File: src/rtl/tern_xor_acc.sv
// tern_xor_acc: frames of ternary words folded trit-wise (XOR mod 3 / MIN / MAX) into one registered result.
// Optional TERN_PARITY_EN adds out_par, the mod-3 sum of the result trits.
module tern_xor_acc #(
    parameter int NTRITS = 4,
    parameter int W      = 2 * NTRITS
) (
    input  logic         clk,
    input  logic         rst_n,
    input  logic         in_valid,
    output logic         in_ready,
    input  logic [W-1:0] in_data,
    input  logic         in_last,
    input  logic [1:0]   mode,
    output logic         out_valid,
    input  logic         out_ready,
    output logic [W-1:0] out_data,
`ifdef TERN_PARITY_EN
    output logic [1:0]   out_par,
`endif
    output logic         out_err
);
    typedef enum logic [1:0] {IDLE, ACC, HOLD} state_t;

    state_t       state, state_nxt;
    logic [W-1:0] acc, res;
    logic [1:0]   mode_q, op_mode;
    logic         err, bad, err_nxt, accept;

    // mode 01 MIN, 10 MAX, anything else is the per-trit mod-3 sum
    function automatic logic [1:0] trit_op(input logic [1:0] m, input logic [1:0] a, input logic [1:0] b);
        logic [2:0] s;
        s = {1'b0, a} + {1'b0, b};
        return m == 2'b01 ? (a < b ? a : b) :
               m == 2'b10 ? (a > b ? a : b) :
               2'(s >= 3'd3 ? s - 3'd3 : s);
    endfunction

    assign in_ready  = state != HOLD;
    assign out_valid = state == HOLD;
    assign accept    = in_valid && in_ready;
    assign op_mode   = state == IDLE ? mode : mode_q;

    always_comb begin
        res = '0;
        bad = 1'b0;
        for (int i = 0; i < NTRITS; i++) begin
            logic [1:0] t;
            t   = in_data[2*i +: 2] == 2'b11 ? 2'b00 : in_data[2*i +: 2];
            bad = bad | (in_data[2*i +: 2] == 2'b11);
            res[2*i +: 2] = state == IDLE ? t : trit_op(op_mode, acc[2*i +: 2], t);
        end
        err_nxt = (state == IDLE ? 1'b0 : err) | bad;
    end

    always_comb begin
        state_nxt = state;
        if (accept)
            state_nxt = in_last ? HOLD : ACC;
        else if (state == HOLD && out_ready)
            state_nxt = IDLE;
    end

`ifdef TERN_PARITY_EN
    logic [1:0] par_nxt;
    always_comb begin
        par_nxt = 2'b00;
        for (int i = 0; i < NTRITS; i++)
            par_nxt = trit_op(2'b00, par_nxt, res[2*i +: 2]);
    end

    always_ff @(posedge clk or negedge rst_n)
        if (!rst_n)
            out_par <= '0;
        else if (accept && in_last)
            out_par <= par_nxt;
`endif

    always_ff @(posedge clk or negedge rst_n) begin
        if (!rst_n) begin
            state    <= IDLE;
            acc      <= '0;
            err      <= 1'b0;
            mode_q   <= '0;
            out_data <= '0;
            out_err  <= 1'b0;
        end else begin
            state <= state_nxt;
            if (accept) begin
                acc <= res;
                err <= err_nxt;
                if (state == IDLE)
                    mode_q <= mode;
                if (in_last) begin
                    out_data <= res;
                    out_err  <= err_nxt;
                end
            end
        end
    end
endmodule

File: config.mk
export PLATFORM = sky130hd
export DESIGN_NAME = tern_xor_acc
export DESIGN_NICKNAME = d
export VERILOG_FILES = /design/src/rtl/tern_xor_acc.sv
export SDC_FILE = /design/constraint.sdc
export NUM_CORES = 1
export LEC_CHECK = 0
export ABC_AREA = 1
export ABC_CLOCK_PERIOD_IN_PS = 5700
export CAP_MARGIN = 20
export CORE_ASPECT_RATIO = 0.9
export CORE_MARGIN = 1.5
export CORE_UTILIZATION = 61
export DETAILED_ROUTE_END_ITERATION = 7
export PLACE_DENSITY_LB_ADDON = 0.2
export SETUP_SLACK_MARGIN = 0.5
export SYNTH_ARGS = -nofsm -noshare
export SYNTH_HDL_FRONTEND = slang
export SYNTH_SLANG_ARGS = --single-unit
File: constraint.sdc
create_clock -name clk -period 5.7 [get_ports clk]
set_input_delay 0.57 -clock clk [delete_from_list [all_inputs] [get_ports clk]]
set_output_delay 0.57 -clock clk [all_outputs]
set_load 0.03 [all_outputs]
# --- Word level (Yosys, flattened, before mapping) ---
# Index checks and enable logic that the tools add are counted.
totals:
  register_bits: 22
  input_bits: 15
  out_inout_bits: 11
  word_cells: 76
classes:
  n_addsub: 8
  magnitude_cmp: 12
  n_eq_ne: 8
  mux: 33
  bitwise_logic: 4
  reduce_logical: 5
ops:
  columns: ["op", "count"]
  rows:
  - ["2-bit two-way mux", 32]
  - ["2-bit by 2-bit adder with 3-bit output", 4]
  - ["2-bit equality test, second input constant", 6]
  - ["3-bit by 2-bit >= comparator with 1-bit output, second input constant", 4]
  - ["2-bit greater-than comparator", 4]
  - ["2-bit less-than comparator", 4]
  - ["2-bit subtractor, second input constant", 4]
  - ["1-bit bitwise OR", 4]
  - ["2-bit by 1-bit equality test with 1-bit output, second input constant", 1]
  - ["1-bit logical AND", 2]
  - ["2-bit zero test", 1]
  - ["2-bit != test, second input constant", 1]
  - ["2-bit AND reduction", 1]
  - ["2-bit nonzero test", 1]
  - ["1-bit two-way mux", 1]

# --- Logic depth before layout (Yosys ltp) ---
depth:
  ltp_word: 8
  mapped_depth: 18
  depth_no_buf: 18

# --- Least setup slack after synthesis ---
# No wires, ideal clock.
synth_path:
  path_type: "in2reg"
  start: "in in_data[2]"
  end: "reg acc[2]"
  setup_time_ns: 0.117
  arrival_ns: 2.391
  required_time_ns: 5.583
  slack_ns: 3.192
  stages: 15
  n_path_buf: 0
  cell_sequence: "inv_1 > nor2_1 > ha_1 > inv_1 > fa_1 > inv_1 > ha_1 > o21ai_0 > nand2_1 > a21oi_1 > nand2_1 > nand2_1 > nand2_1 > nand2_1 > nand2_1"
synth_via:
  elab_chain_len: 8
  elab_cells_between_ends: 13
  classes_between: "add/sub: 2; order compare: 3; eq/ne: 1; mux: 7"
synth_rtl:
  columns: ["element", "line_no", "text"]
  rows:
  - ["start, declared", "11", "input logic [W-1:0] in_data,"]
  - ["2-bit equality test", "48", "t = in_data[2*i +: 2] == 2'b11 ? 2'b00 : in_data[2*i +: 2];"]
  - ["2-bit two-way mux (*)", "48", null]
  - ["2-bit by 2-bit adder with 3-bit output", "32", "s = {1'b0, a} + {1'b0, b};"]
  - ["3-bit by 2-bit >= comparator with 1-bit output / 2-bit subtractor (equally long branches)", "35", "2'(s >= 3'd3 ? s - 3'd3 : s);"]
  - ["2-bit two-way mux", "35", null]
  - ["2-bit two-way mux", "34", "m == 2'b10 ? (a > b ? a : b) :"]
  - ["2-bit two-way mux", "33", "return m == 2'b01 ? (a < b ? a : b) :"]
  - ["2-bit two-way mux (*)", "50", "res[2*i +: 2] = state == IDLE ? t : trit_op(op_mode, acc[2*i +: 2], t);"]
  - ["end signal, assigned", "89", "acc <= res;"]
  - ["end, declared", "25", "logic [W-1:0] acc, res;"]
# Mark *: on every way between the ends. The rest lies on a longest branch, timed or not.
# A chain may end at the register's enable or synchronous reset.

# --- Final worst setup path ---
layout_path:
  start: "in in_data[2]"
  end: "reg out_data[2]"
layout_via:
  elab_chain_len: 8
  elab_cells_between_ends: 13
  classes_between: "add/sub: 2; order compare: 3; eq/ne: 1; mux: 7"
layout_rtl:
  columns: ["element", "line_no", "text"]
  rows:
  - ["2-bit equality test", "48", null]
  - ["2-bit two-way mux (*)", "48", null]
  - ["2-bit by 2-bit adder with 3-bit output", "32", null]
  - ["3-bit by 2-bit >= comparator with 1-bit output / 2-bit subtractor (equally long branches)", "35", null]
  - ["2-bit two-way mux", "35", null]
  - ["2-bit two-way mux", "34", null]
  - ["2-bit two-way mux", "33", null]
  - ["2-bit two-way mux (*)", "50", null]
  - ["end signal, assigned", "94", "out_data <= res;"]
  - ["end, declared", "16", "output logic [W-1:0] out_data,"]
# Marks and branches as above.

==> impl_metrics.yaml <==
clock_network:
  cts_max_path_buffers: 2
  cts_tree: "yes"
  numClockSinks: 22
  cts_root_buffer: "clkbuf_8"
  cts_made_buffers: 3
  cts_resized: 0
  ctsHoldBuffers: 0
  cts_setup_buffers: 0
  clkSlewWorstSetupHoldPaths_ns: 0.08
  h-tree-depth: 1
  clock_latency_ns: 0.26
timing:
  slew_headroom: 0.572
  fin_crit_ns: 2.98
  rsz0062_at_grt: "false"
  setup_tns_ns: 0
  finalWorstSetupSlack_ns: 2.72
  max_freq_mhz: 335
  fin_skew_ns: 0.00739
  post-route-period-util: 0.524
  tightest_slew_ns: 0.642
  final-hold-violation-count: 0
  final-max-slew-violation-count: 0
  setup_viol: 0
pwr:
  switchingPower_mw: 0.550
  p_comb_frac: 0.633
  p_int_mw: 0.597
  switching_share: 0.480
  power.share.clock: 0.126
  leakage_nw: 1.46
  p_seq_frac: 0.241
  p_per_area_nw_per_um2: 459
  report.power.total_mw: 1.15
  ir_drop_uv: 334
placement:
  dpl.hpwl_um: 3400
  pre_cts_ws_ns: 2.44
  portBuffers: 25
  place.gp.congestion: 0.826
  placed_area_um2: 2400
critical_path:
  critPathCapture: "out_data[2]"
  regToRegEndpoint: "out_data[5]"
  cp_top_family: "adder cells"
  crit_chain: "clkdlybuf4s50_1 -> inv_1 -> nor2_1 -> ha_1 -> inv_1 -> fa_1 -> inv_1 -> ha_1 -> o21ai_0 -> nand2_1 -> a21oi_1 -> nand2_1 -> nand2_1 -> nand2_1 -> nand2_1 -> nand2_1"
  critPathArrivalTime_ns: 3.15
  critPathKind: "in -> reg"
  critPathBufInv: 4
  path_max_fanout: 6
  reg2reg_slack_ns: 3.49
  cp_num_cells: 16
  crit_path_frequent_cell: "nand2_1"
  crit_path_end_kind: "flip-flop"
  max_stage_delay_ns: 0.51
  critPathLaunchType: "input port"
  crit_slowest_cell: "fa_1"
  reg2reg_from: "state[1]"
  r2r_cells: 9
  crit_required_ns: 5.86
  startpoint: "in_data[2]"
min_path:
  hold_depth: 2
  holdCritStartpoint: "out_data[6]"
  worstHoldPathType: "reg -> reg"
route:
  dr.pass1.iters: 5
  ant_nets: 0
  drc_errors: 0
  drtIter0Drc: 125
  viasPerCell: 5.09
  wl_um: 4450
  vias: 2002
  wire_per_inst_um: 11.3
grt:
  antenna_found_initial: 0
  overflow: 0
  first_global_vias: 1811
  track_usage: 0.251
  grt_max_degree: 23
  grt_pass1_wl_um: 7560
cells_and_area:
  antenna_cells: 0
  nFillCells: 272
  multi_input_area_um2: 1320
  nNetsFinal: 397
  regArea_um2: 551
  area_growth_pct: 17.9
  drive_gt1_frac: 0.0430
  finish.instance_area_um2: 2500
synth:
  synth_area_leaders: "dfrtp_1 (26%), nand2_1 (22%), ha_1 (17%)"
  synth.net_count: 370
  yosys.cell_count.top_type: "nand2_1"
  ys_ff_latch: 22
  synth_warnings: 0
  yosysSeqAreaShare: 0.260
  syn-cell-area_um2: 2120
  synth_common_cells: "nand2_1 (127), inv_1 (57), ha_1 (28), nand3_1 (26), dfrtp_1 (22)"
  synth_edf_count: 0
  avgSynthCellArea_um2: 6.57
  ys_types: 22
  async_flop_share: 1.00
  synth_cells: 323
  yosys_most_used_dff: "dfrtp_1"
  synth_top_area_share: 0.260
  yosysTopAreaCell: "dfrtp_1"
flow_run:
  cap_violations: 0
die:
  num_rows: 20
  dieWidth_um: 65.2
  ios: 26
  design.core.area_um2: 3350
  initial_core_util: 0.632
  dieHeight_um: 58.9
  dieArea_um2: 3840
run_status:
  outcome: "finished clean"
-- layer usage --
layer / wire, um / vias to the layer above / global-route usage
met1: 2050 / 913 / 0.329
met5: 0 / - / 0
li1: - / 1041 / -
met2: 2130 / 44 / 0.451
met3: 231 / 4 / 0.0421
met4: 38 / 0 / 0.0357
-- area by class of cell --
class                      count  area share
multi-input combinational    236       0.526
timing repair buffer          26       0.110
tap                           44      0.0220
sequential                    22       0.220
clock buffer                   3      0.0165
inverter                      61      0.0935
clock inverter                 1      0.0120
-- worst reg2reg max path, delay by kind of cell, from the launching register on --
family	cells	cell delay, ns
buffers and inverters	4	0.86
flip-flops	1	0.41
AND/OR/NAND/NOR	5	0.90
-- power by group through the flow --
stage               clock network [mW]  logic [mW]  registers, mW
finish                           0.144       0.726          0.276
global route                     0.152       0.840          0.285
CTS                              0.146       0.727          0.275
detailed placement                   0       0.723          0.278
global placement                     0       0.700          0.276
floorplan                            0       0.487          0.321
-- worst min path at each step --
stage | to | slack (ns)
floorplan | acc[0] | 0.27
global placement | out_data[6] | 0.46
detailed placement | out_data[7] | 0.47
CTS | out_data[4] | 0.49
global route | out_err | 0.50
finish | out_data[6] | 0.49
-- cell usage in the layout (no fill, tap or decap) --
cell type        count
a21oi_1              5
bufinv_16            1
clkbuf_16            1
clkbuf_8             3
clkdlybuf4s50_1     25
clkinv_4             1
dfrtp_1             22
fa_1                 4
ha_1                28
inv_1               57
inv_2                3
nand2_1            127
nand2_2              2
nand2_4              2
nand3_1             26
nand4_1              2
nor2_1              15
nor2_2               2
o211ai_1             4
o21ai_0             13
o21ai_1              1
o21bai_1             4
o22ai_1              1
-- registers in the layout, summed over array words and instances, names as in the netlist --
register  cells
out_err       1
err           1
mode_q        2
out_data      8
state         2
acc           8
-- through the flow --
step / hold slack, ns / cells / utilization
3_3_place_gp: 0.464 / 388 / 0.717
4_1_cts: 0.493 / 392 / 0.738
2_1_floorplan: 0.274 / 323 / -
6_report: 0.487 / 393 / 0.746
5_1_grt: 0.501 / 393 / 0.746
3_5_place_dp: 0.466 / 388 / 0.717
-- cells by family after synthesis --
kind of cell	count (synthesis)	synth area share
AO/OA/AOI/OAI	28	0.0761
flip-flops	22	0.260
buffers and inverters	65	0.120
adder cells (fa/ha/maj)	32	0.203
AND/OR/NAND/NOR	176	0.341
No activity file was read; power rests on OpenSTA's default activity.
